===== src/rtl/stc_carrier_nco.sv =====
// Carrier NCO: loop lag + lead + sweep offset integrated into a 32-bit phase accumulator, 12-bit phase out.
// Optional phase dither via a 16-bit LFSR when STC_NCO_DITHER_EN is defined.
module stc_carrier_nco (
  input  logic               clk,
  input  logic               reset,
  input  logic               carrierFreqEn,
  input  logic signed [31:0] carrierFreqOffset,
  input  logic signed [31:0] carrierLeadFreq,
  input  logic               freqAcquired,
  input  logic               sweepEnable,
  input  logic [15:0]        sweepStep,
  input  logic [30:0]        sweepLimit,
  output logic [11:0]        ncoPhase,
  output logic               ncoPhaseEn,
  output logic signed [31:0] sweepOffset,
  output logic               sweepActive
);

  typedef enum logic [1:0] {
    IDLE = 2'd0,
    UP   = 2'd1,
    DOWN = 2'd2
  } sweep_state_t;

  sweep_state_t       state_r;
  sweep_state_t       state_s;
  logic signed [31:0] offset_s;
  logic signed [32:0] up_sum_s;
  logic signed [32:0] down_sum_s;
  logic signed [32:0] pos_limit_s;
  logic signed [32:0] neg_limit_s;

  logic [31:0] sum_r;
  logic        valid1_r;
  logic [31:0] phase_acc_r;
  logic        valid2_r;
  logic [11:0] phase_word_s;

  // Sweep next-state and next-offset; 33-bit intermediates keep the bound compares overflow-free.
  always_comb begin
    state_s     = state_r;
    offset_s    = sweepOffset;
    pos_limit_s = {2'b00, sweepLimit};
    neg_limit_s = 33'sd0 - pos_limit_s;
    up_sum_s    = {sweepOffset[31], sweepOffset} + {17'd0, sweepStep};
    down_sum_s  = {sweepOffset[31], sweepOffset} - {17'd0, sweepStep};
    if (!carrierFreqEn) begin
      state_s  = state_r;
    end else if (!sweepEnable) begin
      state_s  = IDLE;
      offset_s = 32'sd0;
    end else if (freqAcquired) begin
      state_s  = IDLE;
    end else begin
      case (state_r)
        IDLE: begin
          state_s = UP;
        end
        UP: begin
          if (up_sum_s >= pos_limit_s) begin
            offset_s = pos_limit_s[31:0];
            state_s  = DOWN;
          end else begin
            offset_s = up_sum_s[31:0];
          end
        end
        DOWN: begin
          if (down_sum_s <= neg_limit_s) begin
            offset_s = neg_limit_s[31:0];
            state_s  = UP;
          end else begin
            offset_s = down_sum_s[31:0];
          end
        end
        default: begin
          state_s  = IDLE;
          offset_s = sweepOffset;
        end
      endcase
    end
  end

  // Sweep state, offset and activity flag registers.
  always_ff @(posedge clk) begin
    if (reset) begin
      state_r     <= IDLE;
      sweepOffset <= 32'sd0;
      sweepActive <= 1'b0;
    end else begin
      state_r     <= state_s;
      sweepOffset <= offset_s;
      sweepActive <= (state_s != IDLE);
    end
  end

`ifdef STC_NCO_DITHER_EN
  logic [15:0] lfsr_r;
  logic [31:0] dithered_s;

  function automatic logic [15:0] lfsr_next(input logic [15:0] cur);
    lfsr_next = {cur[14:0], cur[15] ^ cur[13] ^ cur[12] ^ cur[10]};
  endfunction

  // Dither LFSR steps with every accumulator update.
  always_ff @(posedge clk) begin
    if (reset) begin
      lfsr_r <= 16'hACE1;
    end else if (valid1_r) begin
      lfsr_r <= lfsr_next(lfsr_r);
    end
  end

  // Dither replaces rounding; the accumulator itself is untouched.
  always_comb begin
    dithered_s   = phase_acc_r + {12'd0, lfsr_r, 4'b0000};
    phase_word_s = dithered_s[31:20];
  end
`else
  // Round-half-up to 12 bits, wrapping mod 4096.
  always_comb begin
    phase_word_s = phase_acc_r[31:20] + {11'd0, phase_acc_r[19]};
  end
`endif

  // Two-stage datapath: sum, accumulate, then registered phase word and strobe.
  always_ff @(posedge clk) begin
    if (reset) begin
      sum_r       <= 32'd0;
      valid1_r    <= 1'b0;
      phase_acc_r <= 32'd0;
      valid2_r    <= 1'b0;
      ncoPhase    <= 12'd0;
      ncoPhaseEn  <= 1'b0;
    end else begin
      valid1_r <= carrierFreqEn;
      if (carrierFreqEn) begin
        sum_r <= carrierFreqOffset + carrierLeadFreq + sweepOffset;
      end
      valid2_r <= valid1_r;
      if (valid1_r) begin
        phase_acc_r <= phase_acc_r + sum_r;
      end
      ncoPhaseEn <= valid2_r;
      if (valid2_r) begin
        ncoPhase <= phase_word_s;
      end
    end
  end

endmodule

===== config.mk =====
export PLATFORM = sky130hd
export DESIGN_NAME = stc_carrier_nco
export DESIGN_NICKNAME = d
export VERILOG_FILES = /design/src/rtl/stc_carrier_nco.sv
export SDC_FILE = /design/constraint.sdc
export NUM_CORES = 1
export LEC_CHECK = 0
export ABC_AREA = 0
export CORE_MARGIN = 5
export CORE_UTILIZATION = 62
export CTS_CLUSTER_DIAMETER = 120
export DETAILED_ROUTE_END_ITERATION = 8
export GPL_TIMING_DRIVEN = 0
export PLACE_DENSITY = 0.88
export RECOVER_POWER = 50
export SYNTH_ARGS = -nofsm -noshare
export SYNTH_HDL_FRONTEND = slang
export SYNTH_SLANG_ARGS = --single-unit

===== constraint.sdc =====
create_clock -name clk -period 12.8 [get_ports clk]
set_input_delay 1.28 -clock clk [delete_from_list [all_inputs] [get_ports clk]]
set_output_delay 1.28 -clock clk [all_outputs]
set_load 0.005 [all_outputs]

==> impl_results.md <==
- Status: finished clean
- # IOs: 162
- Family with the most delay on the worst path: compound AO/OA/AOI/OAI gates
- Crit-path max FO: 10
- Vias: 12,600
- Post-synthesis register bit count: 114
- First-pass GRT wire length: 62,100 µm
- GRT Residual Overflow: 0
- Setup TNS Final: 0 ns
- Maximum clock insertion buffer count: 2
- Int Pwr: 0.847 mW
- Fin. max-slew vios: 0
- Synth Area in Compound Gates: 0.205
- Worst Path Required: 13.09 ns
- # port buffers: 159
- FF+latch area: 2280 µm²
- Total chip power: 1.27 mW
- Final Hold Vio Count: 0
- Mux contribution to synthesized area: 0.0714
- Lkg Pwr: 6.81 nW
- Hpwl dp: 30,600 µm
- Drt drc: 0
- PD cells: 82.3 nW/µm²
- Detailed Routing Iterations Pass 1: 6
- Mapped Nets: 1,870
- Max cap viols: 0
- Post-route cell area: 15,400 µm²
- Avg Vias per Cell: 6.22
- GPL Wtd Cong: 0.954
- Primary FF master, synth: dfxtp_1
- Fin crit period: 7.30 ns
- Net Switching: 0.422 mW
- Multi-input logic area: 9930 µm²
- Antenna violations before repair: 1
- Sink Count: 114
- Detailed-route wire length: 38,500 µm
- Worst Path Arrival: 7.59 ns
- Root buf cell: clkbuf_16
- Clk_lat worst skew: 0.44 ns
- Total setup buffers inserted after CTS: 0
- Non-filler cells, final: 2,021
- XOR/XNOR Fraction of Synth Area: 0.101
- Seq pwr share: 0.312
- Total CTS buffers: 17
- CP cell instances: clkdlybuf4s50_1 > ha_1 > inv_1 > fa_1 > a211o_1 > a2111o_1 > a211o_1 > a31o_4 > a21o_4 > nor2_1 > xnor2_1 > inv_1 > ha_1 > a21oi_1 > o21ai_0 > a221oi_1 > a21oi_1 > a211o_1 > nand2_1 > buf_2 > clkbuf_1 > nand2_1 > a32oi_1 > o21ai_1
- Setup violators final: 0
- Hold crit path type: register to register
- Number of global-route vias before repair: 12,900
- Final #Nets: 2,048
- Layout area overhead: 19.5%
- Initial Util: 0.634
- Hold buffers post-CTS: 0
- Worst setup SP type: input port
- Main combinational cell family by area after synthesis: adder cells
- Comb pwr share: 0.310
- Die area: 23,800 µm²
- Initial DRC Count: 999
- Slew @ Worst Pin: 0.959 ns
- Max Fclk: 137 MHz
- Post-Place Cells: 1,988
- Max transition margin: 0.359
- Yosys warns: 0
- Sw frac: 0.333
- Post-synth EDFFs: 0
- TritonCTS clock tree: done
- Yosys top cell area share: 0.177
- Largest area contributor in the netlist: dfxtp_1
- Async S/R FF share, synth: 0
- Post-Synthesis Cell Area: 12,900 µm²
- Core Region: 20,400 µm²
- Cell variety after synth: 98
- Most frequent CP cell: a211o_1
- Clk_skew: 0.0185 ns
- Critical path's slowest cell: clkdlybuf4s50_1
- GR Util All Layers: 0.315
- Largest net degree at the start of global routing: 17
- Chip Height: 154 µm
- Area after DPL: 14,800 µm²
- Simple-gate share of the synthesized area: 0.182
- Final worst-path cycle share: 0.570
- Synth top area cells: dfxtp_1 (18%), ha_1 (16%), xnor2_1 (6.8%)
- Avg WL per Cell: 19.0 µm
- PostCTS Resize Cnt: 0
- Reg2reg setup slack: 6.29 ns
- Sequential share of the synthesized area: 0.177
- H-tree lvl count: 4
- CP endpoint kind: register
- CP bufs+invs: 5
- Unrepaired setup endpoints after global routing: false
- Clock transition at path regs: 0.06 ns
- Mapped Avg Cell Area: 8.28 µm²
- Proportion of layout cells with a drive suffix above 1: 0.0531
- Core Util, Final: 0.757
- Syn Inst Count: 1,559
- Power share of the clock group: 0.378
- Worst Setup Path Type: input port to register
- Synth Area in Adders: 0.209
- Antenna-violating nets left: 0
- Layout fillers: 1,479
- Row count: 52
- Worst VDD drop: 0.0877 mV
- Die Width: 154 µm
- Crit-path max cell delay: 0.54 ns
[flip-flops by register name, summed over array words and instances (netlist names)]
name / count
ncoPhase: 12
ncoPhaseEn: 1
phase_acc_r: 32
state_r: 2
sum_r: 32
sweepActive: 1
sweepOffset: 32
valid1_r: 1
valid2_r: 1
[cell families after synthesis]
family	after synthesis
AOI/OAI and AO/OA	389
xor gates and xnor gates	146
adders and majority gates	195
buffers and inverters	167
DFF	114
muxes	91
and+or+nand+nor	457
[metal layers]
| metal | GRT usage | vias to the layer above | part of all wire |
|---|---|---|---|
| li1 | - | 5939 | - |
| met1 | 0.361 | 5941 | 0.38 |
| met5 | 0 | - | 0 |
| met2 | 0.573 | 555 | 0.51 |
| met3 | 0.0475 | 139 | 0.066 |
| met4 | 0.148 | 0 | 0.045 |
[path summary, 6_finish.rpt]
check	from	end	cells after the start
hold / removal	ncoPhase[7]	ncoPhase[7]	2
setup reg to reg	sweepOffset[0]	sweepOffset[2]	24
hold reg to reg	ncoPhase[7]	ncoPhase[7]	2
setup / recovery	sweepStep[0]	sweepOffset[2]	24
[Yosys cell counts, drive strengths merged, types with 30 or more instances]
library cell / n
a21o: 43
nand2: 83
nand3: 31
ha: 160
a211oi: 30
inv: 107
nand2b: 33
nor2: 157
clkbuf: 36
mux2i: 85
o21ai: 82
fa: 35
xor2: 44
nor3: 32
a21oi: 101
dfxtp: 114
xnor2: 102
[worst reg2reg max path, delay by kind of cell, from the launching register on]
kind / cells / cell delay, ns
AO/OA/AOI/OAI: 12 / 3.34
XOR/XNOR: 1 / 0.18
adder cells (fa/ha/maj): 3 / 0.94
buffers and inverters: 5 / 1.10
flip-flops: 1 / 0.39
AND/OR/NAND/NOR: 3 / 0.39
[power by group through the flow]
| stage | sequential [mW] | clock [mW] | combinational, mW |
|---|---|---|---|
| finish | 0.397 | 0.480 | 0.393 |
| global route | 0.399 | 0.500 | 0.433 |
| CTS | 0.396 | 0.480 | 0.388 |
| floorplan | 0.397 | 0 | 0.267 |
| global placement | 0.402 | 0 | 0.368 |
| detailed placement | 0.403 | 0 | 0.382 |
[area by class of cell]
type                       count  share of cell area
multi-input combinational   1278               0.644
sequential                   114               0.148
timing repair buffer         159               0.103
clock buffer                  18              0.0278
inverter                     107              0.0260
tap                          270              0.0219
buffer                        60              0.0190
clock inverter                14              0.0101
antenna                        1            0.000162
[per-stage QoR]
stage	hold slack [ns]	worst slack, ns
after floorplan	0.432	6.83
after global placement	0.450	5.35
after detailed placement	0.462	5.19
after CTS	0.475	5.61
after global routing	0.506	5.30
final	0.478	5.50
[cell usage in the layout, fill, tap and decap left out, types with 10 or more instances in the layout]
cell	count
o21ai_1	27
clkbuf_1	41
xor2_1	43
and3_1	12
nand3_1	31
clkbuf_16	17
nand2b_1	32
a211oi_1	30
dfxtp_1	114
nand4_1	21
o21a_1	14
xnor2_1	100
a31oi_1	10
dlygate4sd3_1	42
a22oi_1	18
o21ai_0	55
inv_1	107
a21o_1	42
ha_1	160
mux2i_1	85
nor3_1	29
nor2b_1	23
nor2_1	153
clkdlybuf4s50_1	117
nand2_1	82
fa_1	35
nor3b_1	10
a21oi_1	99
Power figures use the tool's default switching activity.
